--- src/rtl/serial_magnitude_comparator_if.sv ---
// ============================================================================
// Module : serial_magnitude_comparator_if
// Brief  : Operand/result handshake bundle for serial_magnitude_comparator.
// Rev    : 1.0  initial release
// ============================================================================
`default_nettype none

interface serial_magnitude_comparator_if #(
  parameter int WIDTH = 16
);
  logic             in_valid;
  logic             in_ready;
  logic [WIDTH-1:0] a;
  logic [WIDTH-1:0] b;
  logic             is_signed;
  logic             out_valid;
  logic             out_ready;
  logic             gt;
  logic             eq;
  logic             lt;

  modport master (
    output in_valid, a, b, is_signed, out_ready,
    input  in_ready, out_valid, gt, eq, lt
  );

  modport slave (
    input  in_valid, a, b, is_signed, out_ready,
    output in_ready, out_valid, gt, eq, lt
  );
endinterface

`default_nettype wire

--- src/rtl/serial_magnitude_comparator.sv ---
// ============================================================================
// Module : serial_magnitude_comparator
// Brief  : Multi-cycle MSB-first magnitude compare, DIGIT bits per clock,
//          early exit on first differing digit, signed/unsigned per request.
// Rev    : 1.0  initial release
// ============================================================================
`default_nettype none

module serial_magnitude_comparator #(
  parameter int WIDTH = 16,
  parameter int DIGIT = 4
) (
  input  wire logic                      clk,
  input  wire logic                      rst_n,
  input  wire logic                      flush,
  serial_magnitude_comparator_if.slave   bus
);

  localparam int c_NDIG = WIDTH / DIGIT;
  localparam int c_IDXW = (c_NDIG > 1) ? $clog2(c_NDIG) : 1;
  localparam logic [c_IDXW-1:0] c_IDX_LAST = c_IDXW'(c_NDIG - 1);
  localparam logic [WIDTH-1:0]  c_MSB_MASK = WIDTH'(1) << (WIDTH - 1);

  generate
    if (WIDTH < 1 || DIGIT < 1 || DIGIT > WIDTH || (WIDTH % DIGIT) != 0) begin : g_bad_params
      $error("serial_magnitude_comparator: WIDTH must be a positive multiple of DIGIT");
    end
  endgenerate

  typedef enum logic [1:0] {
    S_IDLE = 2'd0,
    S_SCAN = 2'd1,
    S_DONE = 2'd2
  } state_t;

  state_t            r_state;
  logic [WIDTH-1:0]  r_a;
  logic [WIDTH-1:0]  r_b;
  logic [c_IDXW-1:0] r_idx;
  logic              r_gt;
  logic              r_eq;
  logic              r_lt;

  logic [DIGIT-1:0]  w_da;
  logic [DIGIT-1:0]  w_db;

  generate
    if (c_NDIG == 1) begin : g_single_digit
      assign w_da = r_a;
      assign w_db = r_b;
    end else begin : g_multi_digit
      logic [c_NDIG-1:0][DIGIT-1:0] w_adig;
      logic [c_NDIG-1:0][DIGIT-1:0] w_bdig;
      assign w_adig = r_a;
      assign w_bdig = r_b;
      assign w_da   = w_adig[r_idx];
      assign w_db   = w_bdig[r_idx];
    end
  endgenerate

  // Flipping the sign bit at capture turns a signed compare into an unsigned one.
  always_ff @(posedge clk or negedge rst_n) begin
    if (!rst_n) begin
      r_state <= S_IDLE;
      r_a     <= '0;
      r_b     <= '0;
      r_idx   <= '0;
      r_gt    <= 1'b0;
      r_eq    <= 1'b0;
      r_lt    <= 1'b0;
    end else if (flush) begin
      r_state <= S_IDLE;
      r_gt    <= 1'b0;
      r_eq    <= 1'b0;
      r_lt    <= 1'b0;
    end else begin
      case (r_state)
        S_IDLE: begin
          if (bus.in_valid) begin
            r_a     <= bus.a ^ (bus.is_signed ? c_MSB_MASK : '0);
            r_b     <= bus.b ^ (bus.is_signed ? c_MSB_MASK : '0);
            r_idx   <= c_IDX_LAST;
            r_gt    <= 1'b0;
            r_eq    <= 1'b0;
            r_lt    <= 1'b0;
            r_state <= S_SCAN;
          end
        end
        S_SCAN: begin
          if (w_da != w_db) begin
            r_gt    <= (w_da > w_db);
            r_lt    <= (w_da < w_db);
            r_eq    <= 1'b0;
            r_state <= S_DONE;
          end else if (r_idx == '0) begin
            r_eq    <= 1'b1;
            r_state <= S_DONE;
          end else begin
            r_idx   <= r_idx - 1'b1;
          end
        end
        S_DONE: begin
          if (bus.out_ready) begin
            r_gt    <= 1'b0;
            r_eq    <= 1'b0;
            r_lt    <= 1'b0;
            r_state <= S_IDLE;
          end
        end
        default: begin
          r_state <= S_IDLE;
        end
      endcase
    end
  end

  assign bus.in_ready  = (r_state == S_IDLE);
  assign bus.out_valid = (r_state == S_DONE);
  assign bus.gt        = r_gt;
  assign bus.eq        = r_eq;
  assign bus.lt        = r_lt;

endmodule

`default_nettype wire

--- src/flat_wrapper.sv ---
// flat-port wrapper written by rule: the top's interface ports become plain ports
module serial_magnitude_comparator_flat 
#(
  parameter int WIDTH = 16,
  parameter int DIGIT = 4
)
  (clk, rst_n, flush, bus_in_valid, bus_a, bus_b, bus_is_signed, bus_out_ready, bus_in_ready, bus_out_valid, bus_gt, bus_eq, bus_lt);
  serial_magnitude_comparator_if #(.WIDTH(WIDTH)) bus_i ();
  input  wire logic clk;
  input  wire logic rst_n;
  input  wire logic flush;
  input wire logic [$bits(bus_i.in_valid)-1:0] bus_in_valid;
  input wire logic [$bits(bus_i.a)-1:0] bus_a;
  input wire logic [$bits(bus_i.b)-1:0] bus_b;
  input wire logic [$bits(bus_i.is_signed)-1:0] bus_is_signed;
  input wire logic [$bits(bus_i.out_ready)-1:0] bus_out_ready;
  output wire logic [$bits(bus_i.in_ready)-1:0] bus_in_ready;
  output wire logic [$bits(bus_i.out_valid)-1:0] bus_out_valid;
  output wire logic [$bits(bus_i.gt)-1:0] bus_gt;
  output wire logic [$bits(bus_i.eq)-1:0] bus_eq;
  output wire logic [$bits(bus_i.lt)-1:0] bus_lt;
  assign bus_i.in_valid = bus_in_valid;
  assign bus_i.a = bus_a;
  assign bus_i.b = bus_b;
  assign bus_i.is_signed = bus_is_signed;
  assign bus_i.out_ready = bus_out_ready;
  assign bus_in_ready = bus_i.in_ready;
  assign bus_out_valid = bus_i.out_valid;
  assign bus_gt = bus_i.gt;
  assign bus_eq = bus_i.eq;
  assign bus_lt = bus_i.lt;
  serial_magnitude_comparator #(.WIDTH(WIDTH), .DIGIT(DIGIT)) u_core (.clk(clk), .rst_n(rst_n), .flush(flush), .bus(bus_i));
endmodule
--- config.mk ---
export PLATFORM = sky130hd
export DESIGN_NAME = serial_magnitude_comparator_flat
export DESIGN_NICKNAME = d
export VERILOG_FILES = /design/src/rtl/serial_magnitude_comparator_if.sv /design/src/rtl/serial_magnitude_comparator.sv /design/src/flat_wrapper.sv
export SDC_FILE = /design/constraint.sdc
export NUM_CORES = 1
export LEC_CHECK = 0
export CAP_MARGIN = 20
export CORE_AREA = 4 4 66 68
export DETAILED_ROUTE_END_ITERATION = 10
export DIE_AREA = 0 0 70 72
export DONT_BUFFER_PORTS = 1
export GPL_TIMING_DRIVEN = 0
export HOLD_SLACK_MARGIN = 0.02
export PLACE_DENSITY_LB_ADDON = 0.05
export REMOVE_ABC_BUFFERS = 1
export SETUP_SLACK_MARGIN = 0.5
export SLEW_MARGIN = 0
export SYNTH_ARGS = -nofsm -noshare
export SYNTH_HDL_FRONTEND = slang
export SYNTH_SLANG_ARGS = --single-unit
--- constraint.sdc ---
create_clock -name clk -period 4.35 [get_ports clk]
set_input_delay 0.87 -clock clk [delete_from_list [all_inputs] [get_ports clk]]
set_output_delay 0.87 -clock clk [all_outputs]
set_load 0.02 [all_outputs]
==> summary.md, run 1 <==
| Metric | Value |
|---|---|
| Status | complete, no violations |
| Final non-filler cell total | 187 |
| Share of cells above drive strength 1 | 34.3% |
| Worst Tran Pin Value | 1.04 ns |
| IO buf count | 0 |
| EDFF count, synth | 0 |
| Core box area | 3860 um^2 |
| First DRT Iteration DRCs | 75 |
| Met2 Track Usage GR | 21.3% |
| Starting Density | 51.4% |
| Final Hold Vio Count | 0 |
| Skew-Pair Late Insertion Delay | 0.29 ns |
| Netlist cell types | 29 |
| Warnings from Yosys | 0 |
| Power share of the clock group | 24.6% |
| Pre-CTS WS | 1.57 ns |
| Design Power | 1.25 mW |
| Worst slew margin | 30.3% |
| Clock root buffer | clkbuf_8 |
| Synthesized area per cell | 14.8 um^2 |
| Initial antenna violation count | 0 |
| # Post-CTS Setup Buffers | 0 |
| Ant diodes | 0 |
| Grt peak-use layer | met2 |
| DP Area | 2010 um^2 |
| Setup_tns | 0 ns |
| Clock Skew | 0.00644 ns |
| Flop2flop setup slack | 1.82 ns |
| Fmax | 395 MHz |
| Switching Power | 0.350 mW |
| Pleak | 0.947 nW |
| Met1 Resource Use GR | 19.4% |
| Synth top cells by count | dfrtp_1, mux2_4, mux4_2, inv_1 |
| Final setup vio count | 0 |
| Synth async-reset ratio | 100% |
| Most numerous cell in the Yosys netlist | dfrtp_1 |
| Die W | 70 um |
| First-pass GRT wire length | 5710 um |
| CTS buffer count | 5 |
| DR DRC count | 0 |
| Vias | 1069 |
| Num ports | 43 |
| Synth top area share | 49.3% |
| FF-to-FF path depth | 5 |
| Die height | 72 um |
| CP required | 4.53 ns |
| Number of nets with antenna violations after routing | 0 |
| Maxcap violations | 0 |
| Switching Fraction | 27.9% |
| Comb power frac | 31.0% |
| Post-CTS Resized | 0 |
| H-tree Lvls | 2 |
| Fill cell count | 341 |
| Placer congestion estimate | 0.688 |
| Cts hold-fix bufs | 0 |
| Seq/Total Area, Yosys | 49.3% |
| Total grt overflow | 0 |
| WL/cell | 18.1 um |
| Placed insts | 179 |
| CP startpoint kind | register |
| RSZ-0062 raised after global routing | no |
| Worst r2r dst | u_core.r_idx[1] |
| P&R area growth vs syn | 7.64% |
| Max-slew violations | 0 |
| Avg Vias per Cell | 5.72 |
| Internal Power | 0.904 mW |
| Tcrit/Tclk final | 58.3% |
| Vias in the first global route | 1176 |
| Synthesized area | 1980 um^2 |
| Top_reg_cell synth | dfrtp_1 |
| Hold Slack | 0.265 ns |
| P per Cell Area | 588 nW/um^2 |
| Tmin final | 2.53 ns |
| Synth area leader | dfrtp_1 |
| Gr usage total | 14.6% |
| Setup slack after layout | 1.82 ns |
| HP Class | input pin to async pin |
| Seq pwr share | 44.4% |
| Worst ir drop on vdd | 0.278 mV |
| Met3 usage | 6.37% |
| Fin util | 55.3% |
| DPL Wire Length | 2480 um |
| Critical R2R Launch | u_core.r_idx[0] |
| #FFs+latches synth | 39 |
| Post-route cell area | 2130 um^2 |
| Clock Path Buffers | 2 |
| Row cnt | 23 |
| Crit Path Max Fanout | 10 |
| Largest net degree at the start of global routing | 40 |
| Crit path DAT | 2.72 ns |
| TritonCTS clock tree | built |
| Clock slew at reported path FFs | 0.08 ns |
| Die ar. | 5040 um^2 |
| Clk sinks | 39 |
| WS Path Type | register to register |
| Syn Inst Count | 134 |
| NumNets Final | 179 |
| CP Capture Type | register |
| Routed WL | 3390 um |
| Dominant cells by area after synthesis | dfrtp_1, mux2_4, mux4_2, mux2_1, ha_1 |
| TritonRoute pass-1 iters | 4 |
==> worst max-delay path, cell delays in order, from the launching register on <==
cell and delay, ns:
dfrtp_1 0.72, mux4_2 0.58, ha_1 0.33, nand4_1 0.25, o21bai_4 0.23, mux2_4 0.31
==> placed cells by master (no fill, tap or decap) <==
master | netlist | final
nor2_1 | 5 | 5
o2bb2ai_1 | 1 | 1
o21a_1 | 1 | 1
and2b_2 | 2 | 2
mux2_2 | 4 | 4
nand3b_1 | 1 | 1
o31ai_1 | 1 | 1
nor4b_4 | 1 | 1
o21ai_0 | 4 | 4
nand2b_1 | 3 | 3
nand4_1 | 1 | 1
xnor2_1 | 2 | 2
o32ai_1 | 1 | 1
o21bai_4 | 1 | 1
a21oi_1 | 6 | 6
mux2_1 | 6 | 6
nand2_1 | 4 | 4
ha_1 | 5 | 5
buf_8 | 0 | 2
dfrtp_1 | 39 | 39
nor3_1 | 1 | 1
mux2_4 | 21 | 21
mux2i_1 | 1 | 1
clkbuf_8 | 0 | 6
bufinv_16 | 0 | 1
mux4_2 | 8 | 8
a22oi_1 | 1 | 1
inv_1 | 7 | 7
clkinv_2 | 0 | 1
==> worst max-delay path by stage <==
stage                    startpoint         endpoint  slack [ns]  cells after the start
floorplan                     flush  u_core.r_idx[1]        1.18                      3
finish              u_core.r_idx[0]  u_core.r_idx[1]        1.82                      5
global placement              flush  u_core.r_idx[1]        0.74                      3
global route        u_core.r_idx[0]    u_core.bus.gt        1.57                      6
detailed placement            flush  u_core.r_idx[1]        1.57                      5
CTS                 u_core.r_idx[0]  u_core.r_idx[1]        1.74                      5
==> power groups by stage <==
stage | Combinational (mW) | Clock, mW | Sequential (mW)
final | 0.389 | 0.308 | 0.557
after global routing | 0.431 | 0.336 | 0.576
after CTS | 0.399 | 0.319 | 0.562
after detailed placement | 0.394 | 0 | 0.568
after global placement | 0.382 | 0 | 0.559
after floorplan | 0.336 | 0 | 0.537
==> sequential cells by signal, summed over array words and instances (netlist names) <==
register / flops
u_core.r_state: 2
u_core.bus.eq: 1
u_core.bus.lt: 1
u_core.g_multi_digit.w_bdig: 16
u_core.r_idx: 2
u_core.g_multi_digit.w_adig: 16
u_core.bus.gt: 1
==> metal layers <==
layer  share of wire (%)  vias to the layer above
met1                  43                      547
met3                 7.5                        6
li1                    -                      484
met5                   0                        -
met4                 1.7                        0
met2                  48                       32
==> final cells by class <==
| class | count | area, um^2 | area share, % |
|---|---|---|---|
| clock buffers | 6 | 82.6 | 3.87 |
| clock inverters | 2 | 35.0 | 1.64 |
| inverters | 7 | 26.3 | 1.23 |
| multi-input cells | 81 | 920 | 43.1 |
| flip-flops and latches | 39 | 976 | 45.8 |
| well taps | 50 | 62.6 | 2.93 |
| repair buffers | 2 | 30.0 | 1.41 |
==> cells by family after synthesis <==
group | after synthesis | synth area share [%]
and+or+nand+nor | 18 | 5.69
buffers and inverters | 14 | 4.30
adders and majority gates | 5 | 3.16
AOI/OAI and AO/OA | 16 | 5.50
DFF | 39 | 49.3
xor gates and xnor gates | 2 | 0.885
muxes | 40 | 31.2
(Power assumes the default switching activity.)
==> inputs of run 2 (changes only) <==
==> constraint.sdc (replaced) <==
create_clock -name clk -period 2.3 [get_ports clk]
set_input_delay 0.46 -clock clk [delete_from_list [all_inputs] [get_ports clk]]
set_output_delay 0.46 -clock clk [all_outputs]
set_load 0.02 [all_outputs]
==> summary.md, run 2 (synthesis results as in run 1) <==
| Metric | Value |
|---|---|
| Status | complete, no violations |
| H-tree Lvls | 2 |
| Fill cell count | 320 |
| Ant diodes | 0 |
| Worst ir drop on vdd | 0.529 mV |
| Final setup vio count | 0 |
| Max-slew violations | 0 |
| WS Path Type | register to register |
| Clock Path Buffers | 2 |
| P per Cell Area | 1140 nW/um^2 |
| Setup slack after layout | 0.0642 ns |
| Vias | 1112 |
| Clock slew at reported path FFs | 0.08 ns |
| Vias in the first global route | 1285 |
| Tmin final | 2.24 ns |
| WL/cell | 18.5 um |
| Die W | 70 um |
| Total grt overflow | 0 |
| DPL Wire Length | 2480 um |
| Worst Tran Pin Value | 0.450 ns |
| Core box area | 3860 um^2 |
| Clock Skew | 0.00671 ns |
| DR DRC count | 0 |
| TritonRoute pass-1 iters | 4 |
| Skew-Pair Late Insertion Delay | 0.29 ns |
| Post-route cell area | 2310 um^2 |
| IO buf count | 0 |
| Fmax | 447 MHz |
| DP Area | 2010 um^2 |
| TritonCTS clock tree | built |
| Num ports | 43 |
| Slowest Stage Delay on Critical Path | 0.54 ns |
| Crit path DAT | 2.42 ns |
| P&R area growth vs syn | 16.6% |
| NumNets Final | 190 |
| Commonest non-fill, non-tap cell in the layout | dfrtp_1 |
| Worst path top cell family by delay | multiplexers |
| WP buf/inv | 2 |
| Placer congestion estimate | 0.688 |
| Row cnt | 23 |
| Design Power | 2.62 mW |
| Starting Density | 51.4% |
| Final non-filler cell total | 198 |
| Setup_tns | 0 ns |
| Crit Path Max Fanout | 6 |
| CP required | 2.48 ns |
| Die height | 72 um |
| HP Class | input pin to register |
| Final Hold Vio Count | 0 |
| Crit path max-delay cell type | dfrtp_4 |
| Fin util | 59.9% |
| CP startpoint kind | register |
| Maxcap violations | 0 |
| CTS buffer count | 5 |
| Critical path cell sequence | buf_12 -> mux4_2 -> ha_4 -> nand4_1 -> buf_6 -> o21bai_4 -> mux2_4 |
| Tcrit/Tclk final | 97.2% |
| Pleak | 1.01 nW |
| Die ar. | 5040 um^2 |
| First-pass GRT wire length | 6180 um |
| Placed insts | 179 |
| Most frequent cells in the layout | dfrtp_1, mux2_4, mux4_2 |
| Initial antenna violation count | 0 |
| CP Capture Type | register |
| Hold Slack | 0.223 ns |
| Pre-CTS WS | -0.297 ns |
| Largest net degree at the start of global routing | 40 |
| Clock root buffer | clkbuf_8 |
| Clk sinks | 39 |
| Number of nets with antenna violations after routing | 0 |
| Worst slew margin | 70.0% |
| Gr usage total | 16.0% |
| Share of cells above drive strength 1 | 45.3% |
| Avg Vias per Cell | 5.62 |
| RSZ-0062 raised after global routing | yes |
| First DRT Iteration DRCs | 52 |
| Routed WL | 3670 um |
==> run 2: repair_timing <==
item / CTS / global route
endpoints found under the hold margin: 39 / 0
pin swaps: 5 / 1
hold buffers: 2 / 0
setup endpoints to repair: 39 / 7
gates cloned: 0 / 0
gates resized for setup: 14 / 2
buffers inserted: 9 / 0
==> run 2: path summary, 6_finish.rpt <==
path	start	to	slack [ns]	depth (start not counted)
worst min-delay path	flush	u_core.bus.eq	0.22	1
worst min register to register	u_core.g_multi_digit.w_adig[2]	u_core.g_multi_digit.w_adig[2]	0.49	1
min in group asynchronous	rst_n	u_core.r_state[0]	0.62	2
max in group asynchronous	rst_n	u_core.r_idx[0]	1.48	2
worst max-delay path	u_core.r_idx[0]	u_core.r_idx[1]	0.06	7
worst max register to register	u_core.r_idx[0]	u_core.r_idx[1]	0.06	7
==> run 2: area by class of cell <==
cell class                 instances  area (um^2)  area share [%]
multi-input combinational         81          976            42.3
clock buffer                       6         82.6            3.58
tap                               50         62.6            2.71
timing repair buffer              13          148            6.39
inverter                           7         26.3            1.14
sequential                        39          980            42.4
clock inverter                     2         35.0            1.52
==> run 2: layer usage <==
metal | vias up | GRT usage, % | share of wire [%]
met5 | - | 0 | 0
met4 | 0 | 5.74 | 1.6
met3 | 6 | 5.96 | 6.4
met2 | 31 | 24.8 | 48
met1 | 571 | 20.9 | 44
li1 | 504 | - | -
==> run 2: where the power goes <==
group / switching [mW] / internal (mW)
Sequential: 0.152 / 0.898
Combinational: 0.378 / 0.611
Clock: 0.233 / 0.351
==> variant (config.mk and constraints of run 2) <==
The 3 states of `state_t` get a one-hot encoding in 3 bits.
--- a/src/rtl/serial_magnitude_comparator.sv
+++ b/src/rtl/serial_magnitude_comparator.sv
@@ -27,10 +27,10 @@
     end
   endgenerate
 
-  typedef enum logic [1:0] {
-    S_IDLE = 2'd0,
-    S_SCAN = 2'd1,
-    S_DONE = 2'd2
+  typedef enum logic [2:0] {
+    S_IDLE = 3'b001,
+    S_SCAN = 3'b010,
+    S_DONE = 3'b100
   } state_t;
 
   state_t            r_state;
Function: no difference found for any inputs over 10 cycles, from zero or initial values and one cycle with rst_n low; not proved beyond that.
==> variant against run 2 <==
Power shrank 21%. Area after synthesis grew 2.5%. Routed wire length shrank 1.7%. Sequential cell count grew 1. Worst setup slack gained 72 ps. Highest routed layer unchanged. Final area grew 2.1%. Synthesized cell count grew 1.5%. Maximum frequency grew 3.3%. Via count grew 0.90%.
==> variant: results <==
[cts]
worstSkewPairLatency_ps = 290
clk_pin_slew_ps = 80
cts_htree_levels = 2
cts_buffer_depth = 2
root_buffer = "clkbuf_8"

[cells_and_area]
final_util = 0.612
n_antenna_cell = 0
final_layout_size_suffix_gt1_frac = 0.490
fillers = 318
fin_nets = 191

[drt]
drt-total-wl_um = 3610
num_vias = 1122
drt_pass1_iterations = 5
drt_iter0_drc = 53

[logic_synthesis]
synthArstFlopShare = 1.00
synthMuxAreaShare = 0.303
synthAdderAreaFrac = 0.0308
synth_xor_area_frac = 0.00863
synth_common_cells = "dfrtp_1 (39), mux2_4 (26), inv_1 (8), mux4_2 (8)"
yosysUniqueCellTypes = 33
synthTopCellsByArea = "dfrtp_1 (48%), mux2_4 (19%), mux4_2 (8.9%)"
ys_seq_area_frac = 0.494
synth_compound_area_frac = 0.0468

[sta]
skew_ps = 8.98
setup_viol = 0
relSlewSlack = 0.660

[pwr]
peakVddDrop_v = 0.000545
leakagePower_nw = 1.11
p_sw_frac = 0.241

[place]
pre_cts_ws_ps = -392
gp_congestion = 0.744
hpwl_um = 2510
placed_area_um2 = 2050
portBuffers = 0

[worst_setup_path]
path_max_fanout = 8
worstPathArrival_ps = 2370

[global_routing]
grtUsageTotal = 0.156
grt_max_degree = 41
grt_pass1_vias = 1257
grt_pass1_wl_um = 6100

[outcome]
status = "complete, no violations"
==> variant: cell count changes after synthesis, sizes merged, moves of 2 or more <==
cell	before	now
nor2	5	3
and2b	2	0
and4bb	0	2
nor3b	0	3
==> variant: metrics by stage <==
stage | instances | hold WS [ps]
finish | 199 | 211
CTS | 198 | 206
global route | 199 | 190
global placement | 180 | 165
floorplan | 130 | 164
detailed placement | 181 | 166
==> variant: final timing paths <==
kind	startpoint	to	slack, ps	depth (start not counted)
worst max-delay path	u_core.r_idx[0]	u_core.r_idx[0]	140	6
worst min-delay path	flush	u_core.r_state[2]	210	1
worst max register to register	u_core.r_idx[0]	u_core.r_idx[0]	140	6
worst min register to register	u_core.g_multi_digit.w_bdig[15]	u_core.g_multi_digit.w_bdig[15]	490	2
max in group asynchronous	rst_n	u_core.r_state[0]	1420	2
min in group asynchronous	rst_n	u_core.g_multi_digit.w_adig[2]	620	2
==> variant: final cells by class <==
type,count,area share
timing repair buffer,11,0.0584
clock inverter,1,0.0127
inverter,8,0.0127
sequential,40,0.427
tap,50,0.0265
clock buffer,7,0.0408
multi-input combinational,82,0.422
==> variant: routing by layer <==
metal	wire length [µm]	track usage	vias up	share of wire
met3	209	0.0596	4	0.058
met4	29	0.0447	0	0.0080
li1	-	-	516	-
met2	1770	0.255	36	0.49
met1	1600	0.195	566	0.44
met5	0	0	-	0
==> variant: cell families after synthesis <==
family / count (synthesis)
compound gates: 15
mux: 38
flops: 40
buf+inv: 14
fa+ha+maj: 5
simple gates: 22
xor+xnor: 2
==> variant: repair_timing <==
item	4_1_cts	5_1_grt
endpoints found under the setup margin	39	14
hold endpoints to repair	40	0
pin swaps	5	1
setup buffers	7	1
hold buffers	2	0
gates resized for setup	18	0
==> variant: critical path: stages, from the launching register on <==
cell	delay [ps]
dfrtp_4	520
mux4_2	570
ha_4	290
nand4_1	200
o21ai_2	230
a21oi_1	90
a21oi_1	180
==> variant: power by group through the flow <==
stage	Combinational [mW]	Sequential, mW	Clock, mW
finish	0.511	0.934	0.619
global route	0.558	0.954	0.672
CTS	0.514	0.933	0.635
detailed placement	0.431	0.946	0
global placement	0.420	0.937	0
floorplan	0.378	0.915	0
